**src/rtl/static_frame_writer.sv**
```systemverilog
// Write side of the static-frame BRAM handshake: stores one raster-order frame, then freezes it
// and holds static_bram_rdy until the correlator raises max_ready.
module static_frame_writer #(
    parameter int WIDTH  = 640,
    parameter int HEIGHT = 480,
    parameter int ADDR_W = 19,
    parameter int PIX_W  = 4
) (
    input  logic              clk,
    input  logic              rst,
    input  logic              tracking_mode,
    input  logic              pix_valid,
    input  logic              pix_sof,
    input  logic [PIX_W-1:0]  pix_data,
    input  logic              max_ready,
    output logic              bram_we,
    output logic [ADDR_W-1:0] bram_waddr,
    output logic [PIX_W-1:0]  bram_wdata,
    output logic              static_bram_rdy,
    output logic              frame_err,
    output logic [7:0]        drop_count
);

    localparam logic [ADDR_W-1:0] LAST_ADDR = ADDR_W'(WIDTH * HEIGHT - 1);

    typedef enum logic [1:0] {
        IDLE,
        CAPTURE,
        READY
    } state_t;

    state_t            state_q, state_d;
    logic [ADDR_W-1:0] addr_q, addr_d;
    logic              max_ready_q;
    logic              we_q, we_d;
    logic [ADDR_W-1:0] waddr_q, waddr_d;
    logic [PIX_W-1:0]  wdata_q, wdata_d;
    logic              rdy_q, rdy_d;
    logic              err_q, err_d;
    logic [7:0]        drop_q, drop_d;

    logic sof;
    logic max_rise;

    assign sof      = pix_valid & pix_sof;
    // Only a fresh rising edge releases READY; a level left over from the last search does not.
    assign max_rise = max_ready & ~max_ready_q;

    // NOTE: every signal gets a default before the case so no path leaves one unassigned (no latches).
    always_comb begin
        state_d = state_q;
        addr_d  = addr_q;
        we_d    = 1'b0;
        waddr_d = waddr_q;
        wdata_d = wdata_q;
        rdy_d   = 1'b0;
        err_d   = 1'b0;
        drop_d  = drop_q;

        if (!tracking_mode) begin
            state_d = IDLE;
            addr_d  = '0;
        end else begin
            case (state_q)
                IDLE: begin
                    if (sof) begin
                        we_d    = 1'b1;
                        waddr_d = '0;
                        wdata_d = pix_data;
                        addr_d  = ADDR_W'(1);
                        state_d = CAPTURE;
                    end
                end
                CAPTURE: begin
                    if (pix_valid) begin
                        we_d    = 1'b1;
                        wdata_d = pix_data;
                        if (pix_sof) begin
                            // Early SOF: flag it and restart the frame with this pixel at address 0.
                            err_d   = 1'b1;
                            waddr_d = '0;
                            addr_d  = ADDR_W'(1);
                        end else begin
                            waddr_d = addr_q;
                            if (addr_q == LAST_ADDR) begin
                                addr_d  = '0;
                                state_d = READY;
                            end else begin
                                addr_d = addr_q + ADDR_W'(1);
                            end
                        end
                    end
                end
                READY: begin
                    if (max_rise) begin
                        state_d = IDLE;
                    end else begin
                        rdy_d = 1'b1;
                        if (sof && drop_q != 8'hFF) begin
                            drop_d = drop_q + 8'd1;
                        end
                    end
                end
                default: state_d = IDLE;
            endcase
        end
    end

    // NOTE: sequential state uses non-blocking assignments only.
    always_ff @(posedge clk or posedge rst) begin
        if (rst) begin
            state_q     <= IDLE;
            addr_q      <= '0;
            max_ready_q <= 1'b0;
            we_q        <= 1'b0;
            waddr_q     <= '0;
            wdata_q     <= '0;
            rdy_q       <= 1'b0;
            err_q       <= 1'b0;
            drop_q      <= '0;
        end else begin
            state_q     <= state_d;
            addr_q      <= addr_d;
            max_ready_q <= max_ready;
            we_q        <= we_d;
            waddr_q     <= waddr_d;
            wdata_q     <= wdata_d;
            rdy_q       <= rdy_d;
            err_q       <= err_d;
            drop_q      <= drop_d;
        end
    end

    assign bram_we         = we_q;
    assign bram_waddr      = waddr_q;
    assign bram_wdata      = wdata_q;
    assign static_bram_rdy = rdy_q;
    assign frame_err       = err_q;
    assign drop_count      = drop_q;

endmodule

```
**config.mk**
```make
export PLATFORM = sky130hd
export DESIGN_NAME = static_frame_writer
export DESIGN_NICKNAME = d
export VERILOG_FILES = /design/src/rtl/static_frame_writer.sv
export SDC_FILE = /design/constraint.sdc
export NUM_CORES = 1
export LEC_CHECK = 0
export ABC_AREA = 0
export CAP_MARGIN = 20
export CORE_MARGIN = 1
export CORE_UTILIZATION = 40
export DETAILED_ROUTE_END_ITERATION = 8
export GPL_TIMING_DRIVEN = 1
export PLACE_DENSITY_LB_ADDON = 0.12
export SLEW_MARGIN = 20
export SYNTH_ARGS = -nofsm -noshare
export SYNTH_HDL_FRONTEND = slang
export SYNTH_SLANG_ARGS = --single-unit
```
**constraint.sdc**
```tcl
create_clock -name clk -period 2.8 [get_ports clk]
set_clock_uncertainty 0.05 [all_clocks]
set_input_delay 0.56 -clock clk [delete_from_list [all_inputs] [get_ports clk]]
set_output_delay 0.56 -clock clk [all_outputs]
set_load 0.02 [all_outputs]
```
==> results of run 1 <==
## power groups by stage
stage / Combinational [W] / Clock [W] / Sequential, W
2_1_floorplan: 0.0000515 / 0 / 0.000864
3_3_place_gp: 0.000134 / 0 / 0.000849
3_5_place_dp: 0.000135 / 0 / 0.000850
4_1_cts: 0.000135 / 0.000586 / 0.000834
5_1_grt: 0.000145 / 0.000616 / 0.000836
6_report: 0.000132 / 0.000578 / 0.000833
## cell families (layout without fill, tap and decap cells)
family          Yosys count  after routing  synth area share [%]
compound gates           34             34                  7.58
buf+inv                  16             61                  2.50
xor+xnor                 21             21                  7.19
simple gates            120            120                  24.8
flops                    56             56                  54.8
fa+ha+maj                 2              2                 0.978
mux                       5              5                  2.20
## flip-flops by register name, indices dropped and copies added, names as in the netlist
register and count:
bram_we 1, bram_wdata 4, state_q 2, drop_count 8, addr_q 19, max_ready_q 1, static_bram_rdy 1, frame_err 1
bram_waddr 19
## worst register-to-register path, delay by kind of cell (launching register included)
kind,cells,cell delay [ns]
flip-flops,1,0.54
AO/OA/AOI/OAI,1,0.76
AND/OR/NAND/NOR,4,0.70
## per-layer routing
metal  global-route usage (%)  up-vias
met3                     4.22        5
met5                        0        -
li1                         -      958
met4                     5.09        0
met2                     27.1       34
met1                     23.4      921
## layout by cell type (no fill, tap or decap), drive strengths merged, types with 3 or more instances in the layout
master,Yosys,final
nand3,12,12
clkdlybuf4s50,0,43
nor3,5,5
buf,3,5
nor2,16,16
xor2,13,13
nand4,10,10
xnor2,8,8
inv,5,5
nand2,52,52
mux2,5,5
o21ai,25,25
and3,7,7
dfrtp,56,56
nand4b,3,3
clkbuf,8,7
## stage by stage
step                util, %  setup slack [ns]  instance area, um^2  hold slack, ns
floorplan                 -             0.819                 2560           0.429
global placement       51.4             0.221                 3120           0.415
detailed placement     51.4             0.134                 3120           0.424
CTS                    53.5             0.462                 3240           0.446
global route           53.5             0.280                 3240           0.474
finish                 53.5             0.519                 3240           0.439
## Yosys cell counts, types with 2 or more instances
library cell | count | area, um^2
sky130_fd_sc_hd__nand2_1 | 52 | 195
sky130_fd_sc_hd__a21boi_1 | 2 | 15.0
sky130_fd_sc_hd__nand2b_1 | 2 | 12.5
sky130_fd_sc_hd__nor2_1 | 16 | 60.1
sky130_fd_sc_hd__mux2_1 | 4 | 45.0
sky130_fd_sc_hd__nand3_1 | 12 | 60.1
sky130_fd_sc_hd__nand4_1 | 8 | 50.1
sky130_fd_sc_hd__ha_1 | 2 | 25.0
sky130_fd_sc_hd__dfrtp_1 | 56 | 1400
sky130_fd_sc_hd__nor3b_1 | 2 | 15.0
sky130_fd_sc_hd__and3_1 | 6 | 37.5
sky130_fd_sc_hd__and2_1 | 2 | 12.5
sky130_fd_sc_hd__xor2_1 | 13 | 114
sky130_fd_sc_hd__inv_1 | 5 | 18.8
sky130_fd_sc_hd__nand4b_1 | 3 | 26.3
sky130_fd_sc_hd__xnor2_1 | 8 | 70.1
sky130_fd_sc_hd__buf_2 | 3 | 15.0
sky130_fd_sc_hd__o21ai_1 | 24 | 120
sky130_fd_sc_hd__nor3_1 | 4 | 20.0
sky130_fd_sc_hd__clkbuf_1 | 8 | 30.0
## area by class of cell
type,instances,area [um^2],share of cell area (%)
Sequential cell,56,1400,43.2
Inverter,5,18.8,0.579
Tap cell,75,93.8,2.89
Multi-Input combinational cell,182,1110,34.2
Clock buffer,7,96.3,2.97
Timing Repair Buffer,48,493,15.2
Clock inverter,1,30.0,0.926
## path summary, 6_finish.rpt
| kind | start | end | depth (start not counted) |
|---|---|---|---|
| worst max-delay path | pix_valid | addr_q[16] | 6 |
| worst min-delay path | bram_waddr[8] | bram_waddr[8] | 2 |
| worst max register to register | addr_q[2] | addr_q[16] | 5 |
| worst min register to register | bram_waddr[8] | bram_waddr[8] | 2 |
| max in group asynchronous | rst | bram_waddr[0] | 3 |
| min in group asynchronous | rst | bram_waddr[13] | 3 |
==> results by group, run 1 <==
Critical path
  – Maximum cell stage delay along the critical path: 0.79 ns
  – Nature of the critical path endpoint: flop
  – Worst-path cell with the longest stage delay: sky130_fd_sc_hd__o21bai_1
  – CP top delay family: compound AO/OA/AOI/OAI gates
  – Required @ worst endpoint: 2.91 ns
  – Data arrival, critical path: 2.39 ns
  – CP Max Fanout: 13
  – Startpoint Class: input port
  – Cells along the critical path: clkdlybuf4s50_1 -> nand2b_1 -> o21ai_1 -> nand2_1 -> o21bai_1 -> nor2_1
  – Kind of critical path: input port to flop
  – Sum of buffers and inverters on the critical path: 1
  – Flop2flop setup slack: 0.61 ns

Synthesis
  – Count of flip-flops with a built-in enable after synthesis: 0
  – Sequential share of the synthesized area: 54.8%
  – Synthesized netlist net count: 266
  – Syn Area/Cell: 10.1 um^2
  – Yosys cell types: 42
  – Number of synthesized register bits: 56
  – Number of warning messages in the yosys log: 0
  – Synth Cell Area: 0.00256 mm^2
  – Cells after Synth: 254
  – Ys flop type: sky130_fd_sc_hd__dfrtp_1
  – Async set-or-reset flop fraction in the synthesized netlist: 100%

STA
  – Worst Tran Pin Value: 0.960 ns
  – Final total negative setup slack: 0 ns
  – Final setup viols: 0
  – Slew headroom: 35.9%
  – Unrepaired setup endpoints after global routing: no
  – Final count of pins violating max slew: 0
  – Final period util: 81.5%
  – Number of hold violations in the final report: 0
  – Time the final worst path needs with I/O delays and setup: 2.28 ns
  – Fmax achieved: 438 MHz

Power and ir drop
  – Pint: 0.00120 W
  – P per Cell Area: 476 mW/mm^2
  – Total power consumption of the routed design: 0.00154 W
  – Worst voltage drop across the vdd grid: 0.000237 V
  – Clock network fraction of design power: 37.5%
  – Switching component of the power: 0.000347 W
  – Part of the power in registers: 54.0%
  – Leak Pwr: 1.40 nW
  – Switching Share: 22.5%
  – Combinational share of power: 8.5%

Drt
  – Via total after detailed routing: 1,918
  – Wire length on met3: 184 um
  – Routed wire length: 5090 um
  – Count of TritonRoute iterations in the first routing pass: 5
  – Drt wl/cell: 13.6 um
  – Antenna violation net count after detailed routing: 0
  – Number of DRC violations after detailed routing: 0
  – Highest routing layer actually used: met4
  – Detailed-route vias per instance: 5.13
  – Post-Route M1 WL: 2450 um
  – Detailed route wirelength on metal2: 2400 um
  – Drt initial violations: 89

Placed design
  – Count of placed standard cells including taps: 366
  – Detailed-placement wirelength estimate: 3480 um
  – RD Place Congestion: 0.785
  – Buffers added on ports: 43

Clock network
  – Maximum number of buffers from clock root to sink: 2
  – Post-CTS Resized: 0
  – CTS tree: yes
  – Number of buffers inserted during clock tree synthesis: 5
  – Clock sink count: 56
  – CTS Hold Bufs: 0
  – Post-CTS setup buffer count: 0
  – Level count of the clock H-tree: 2
  – Clock Pin Slew Worst Setup and Hold Paths: 0.10 ns
  – Latest clock arrival within the worst-skew pair: 0.31 ns
  – Clk Tree Root Cell: sky130_fd_sc_hd__clkbuf_8

Global route
  – Global-route congestion overflow total: 0
  – Largest net degree at the start of global routing: 57
  – Wire length of the first global-routing pass: 8640 um
  – Total routing usage reported by global routing: 17.2%
  – Vias in the first global route: 1,812
  – Initial antenna violation count: 0

Floorplanning
  – Core region area: 0.00606 mm^2
  – Count of pins on the block boundary: 44
  – Width of the die: 82.0 um
  – Initial Utilization: 42.2%
  – Floorplan die area: 0.00672 mm^2
  – Number of standard-cell rows in the floorplan: 28
  – Die Span Y: 82.0 um

Cells and area
  – Final cell count without fillers: 374
  – Number of nets in the final layout: 310
  – Filler instances: 562
  – Proportion of layout cells with a drive suffix above 1: 8.03%
  – Synthesis-to-finish area growth: 26.8%
  – Final antenna diode count: 0

Status
  – Run status: complete, no violations

Hold path
  – Path type of the worst min-delay path: flop to flop

Flow run
  – Number of max-cap violations: 0
(Power assumes the default switching activity.)
==> run 2, diff against run 1 <==
==> constraint.sdc (replaced) <==
create_clock -name clk -period 2.3 [get_ports clk]
set_clock_uncertainty 0.05 [all_clocks]
set_input_delay 0.46 -clock clk [delete_from_list [all_inputs] [get_ports clk]]
set_output_delay 0.46 -clock clk [all_outputs]
set_load 0.02 [all_outputs]
==> run 2 against run 1 <==
Sequential power rose by 21%. First-iteration DRC count up 13%. Flip-flop and latch count is the same. Worst hold slack got worse by 0.039 ns. Total power rose by 12%. Largest power group unchanged.
==> results by group, run 2 (synthesized netlist as in run 1, its figures left out) <==
Status
  – Run status: complete, no violations

Floorplanning
  – Count of pins on the block boundary: 44
  – Die Span Y: 82.0 um
  – Core region area: 0.00606 mm^2
  – Width of the die: 82.0 um
  – Floorplan die area: 0.00672 mm^2
  – Number of standard-cell rows in the floorplan: 28
  – Initial Utilization: 42.2%

Drt
  – Routed wire length: 5150 um
  – Via total after detailed routing: 1,933
  – Post-Route M1 WL: 2490 um
  – Detailed route wirelength on metal2: 2430 um
  – Antenna violation net count after detailed routing: 0
  – Count of TritonRoute iterations in the first routing pass: 4
  – Drt initial violations: 101
  – Number of DRC violations after detailed routing: 0
  – Detailed-route vias per instance: 5.11
  – Wire length on met3: 169 um
  – Highest routing layer actually used: met4
  – Drt wl/cell: 13.6 um

Clock network
  – Post-CTS Resized: 0
  – Latest clock arrival within the worst-skew pair: 0.30 ns
  – Clk Tree Root Cell: sky130_fd_sc_hd__clkbuf_8
  – Level count of the clock H-tree: 2
  – Maximum number of buffers from clock root to sink: 2
  – CTS tree: yes
  – CTS Hold Bufs: 0
  – Clock sink count: 56
  – Post-CTS setup buffer count: 0
  – Number of buffers inserted during clock tree synthesis: 5
  – Clock Pin Slew Worst Setup and Hold Paths: 0.09 ns

Hold path
  – Path type of the worst min-delay path: input port to async pin

Critical path
  – Maximum cell stage delay along the critical path: 0.64 ns
  – Kind of critical path: flop to primary output
  – Startpoint Class: flop
  – Worst-path cell with the longest stage delay: sky130_fd_sc_hd__clkdlybuf4s50_1
  – Cells along the critical path: clkdlybuf4s50_1
  – CP Max Fanout: 6
  – Data arrival, critical path: 1.42 ns
  – CP top delay family: buffers and inverters
  – Required @ worst endpoint: 1.79 ns
  – Nature of the critical path endpoint: primary output
  – Sum of buffers and inverters on the critical path: 1

Cells and area
  – Number of nets in the final layout: 314
  – Final antenna diode count: 0
  – Final cell count without fillers: 378
  – Most common cell after layout, fill and taps aside: sky130_fd_sc_hd__dfrtp_1
  – Area used by multi-input combinational logic: 0.00111 mm^2
  – Register area: 0.00140 mm^2
  – Proportion of layout cells with a drive suffix above 1: 8.58%
  – Most frequent cells in the layout: sky130_fd_sc_hd__dfrtp_1, sky130_fd_sc_hd__nand2_1, sky130_fd_sc_hd__clkdlybuf4s50_1, sky130_fd_sc_hd__o21ai_1, sky130_fd_sc_hd__nor2_1
  – Synthesis-to-finish area growth: 26.5%
  – Filler instances: 555

STA
  – Final total negative setup slack: 0 ns
  – Unrepaired setup endpoints after global routing: no
  – Fmax achieved: 519 MHz
  – Final count of pins violating max slew: 0
  – Final period util: 83.8%
  – Worst Tran Pin Value: 0.399 ns
  – Post-route worst hold slack: 0.400 ns
  – Slew headroom: 73.3%
  – Time the final worst path needs with I/O delays and setup: 1.93 ns
  – Number of hold violations in the final report: 0
  – Final setup viols: 0

Power and ir drop
  – P per Cell Area: 535 mW/mm^2
  – Worst voltage drop across the vdd grid: 0.000357 V
  – Leak Pwr: 1.40 nW

Global route
  – Initial antenna violation count: 0
  – Global-route congestion overflow total: 0
  – Vias in the first global route: 1,886
  – Total routing usage reported by global routing: 17.4%
  – Largest net degree at the start of global routing: 32
  – Wire length of the first global-routing pass: 8790 um

Placed design
  – Count of placed standard cells including taps: 370
  – RD Place Congestion: 0.818
  – Buffers added on ports: 43
  – Detailed-placement wirelength estimate: 3600 um

Flow run
  – Number of max-cap violations: 0
==> run 2: cell count changes in the layout (fill, tap and decap cells not counted) <==
cell                        previous run  this run
sky130_fd_sc_hd__buf_4                 3         7
sky130_fd_sc_hd__clkbuf_1              0         2
sky130_fd_sc_hd__clkbuf_8              7         6
sky130_fd_sc_hd__bufinv_16             1         0
==> run 2: final timing paths <==
check                         startpoint       endpoint  slack, ns  cells after the start
min in group clk           bram_waddr[7]  bram_waddr[7]       0.44                      2
max in group asynchronous            rst      addr_q[7]       1.31                      3
setup / recovery           drop_count[0]  drop_count[0]       0.37                      1
setup reg to reg               addr_q[2]     addr_q[14]       0.44                      5
hold reg to reg            bram_waddr[7]  bram_waddr[7]       0.44                      2
hold / removal                       rst  drop_count[1]       0.40                      2
==> run 2: layer usage <==
metal	global-route usage [%]	up-vias
met5	0	-
li1	-	967
met1	22.2	926
met2	29.2	34
met3	3.78	6
met4	5.26	0
==> run 2: layout make-up <==
class / count / area share (%)
multi-input combinational: 182 / 34.3
timing repair buffer: 52 / 16.2
sequential: 56 / 43.3
clock buffer: 8 / 2.78
tap: 75 / 2.90
inverter: 5 / 0.580
==> run 2: per-stage QoR <==
step / setup WS (ns) / util (%) / area (um^2) / power (W)
finish: 0.373 / 53.4 / 3240 / 0.00173
global route: 0.259 / 53.4 / 3240 / 0.00180
floorplan: 0.419 / - / 2560 / 0.00112
global placement: 0.131 / 51.9 / 3150 / 0.00120
CTS: 0.368 / 53.4 / 3240 / 0.00175
detailed placement: 0.0785 / 51.9 / 3150 / 0.00120
==> run 2: power breakdown <==
group / switching (W) / total, W / internal [W] / leakage, nW
combinational: 0.0000931 / 0.000166 / 0.0000726 / 0.582
sequential: 0.0000118 / 0.00101 / 0.00100 / 0.769
clock: 0.000304 / 0.000551 / 0.000247 / 0.0455
total: 0.000409 / 0.00173 / 0.00132 / 1.40
==> run 2: worst reg2reg max path, cell delays in order (launching register included) <==
cell                      delay, ns
sky130_fd_sc_hd__dfrtp_1       0.53
sky130_fd_sc_hd__nand4_4       0.16
sky130_fd_sc_hd__nor3_4        0.30
sky130_fd_sc_hd__nand4_1       0.16
sky130_fd_sc_hd__or4b_1        0.52
sky130_fd_sc_hd__nand3_1       0.09
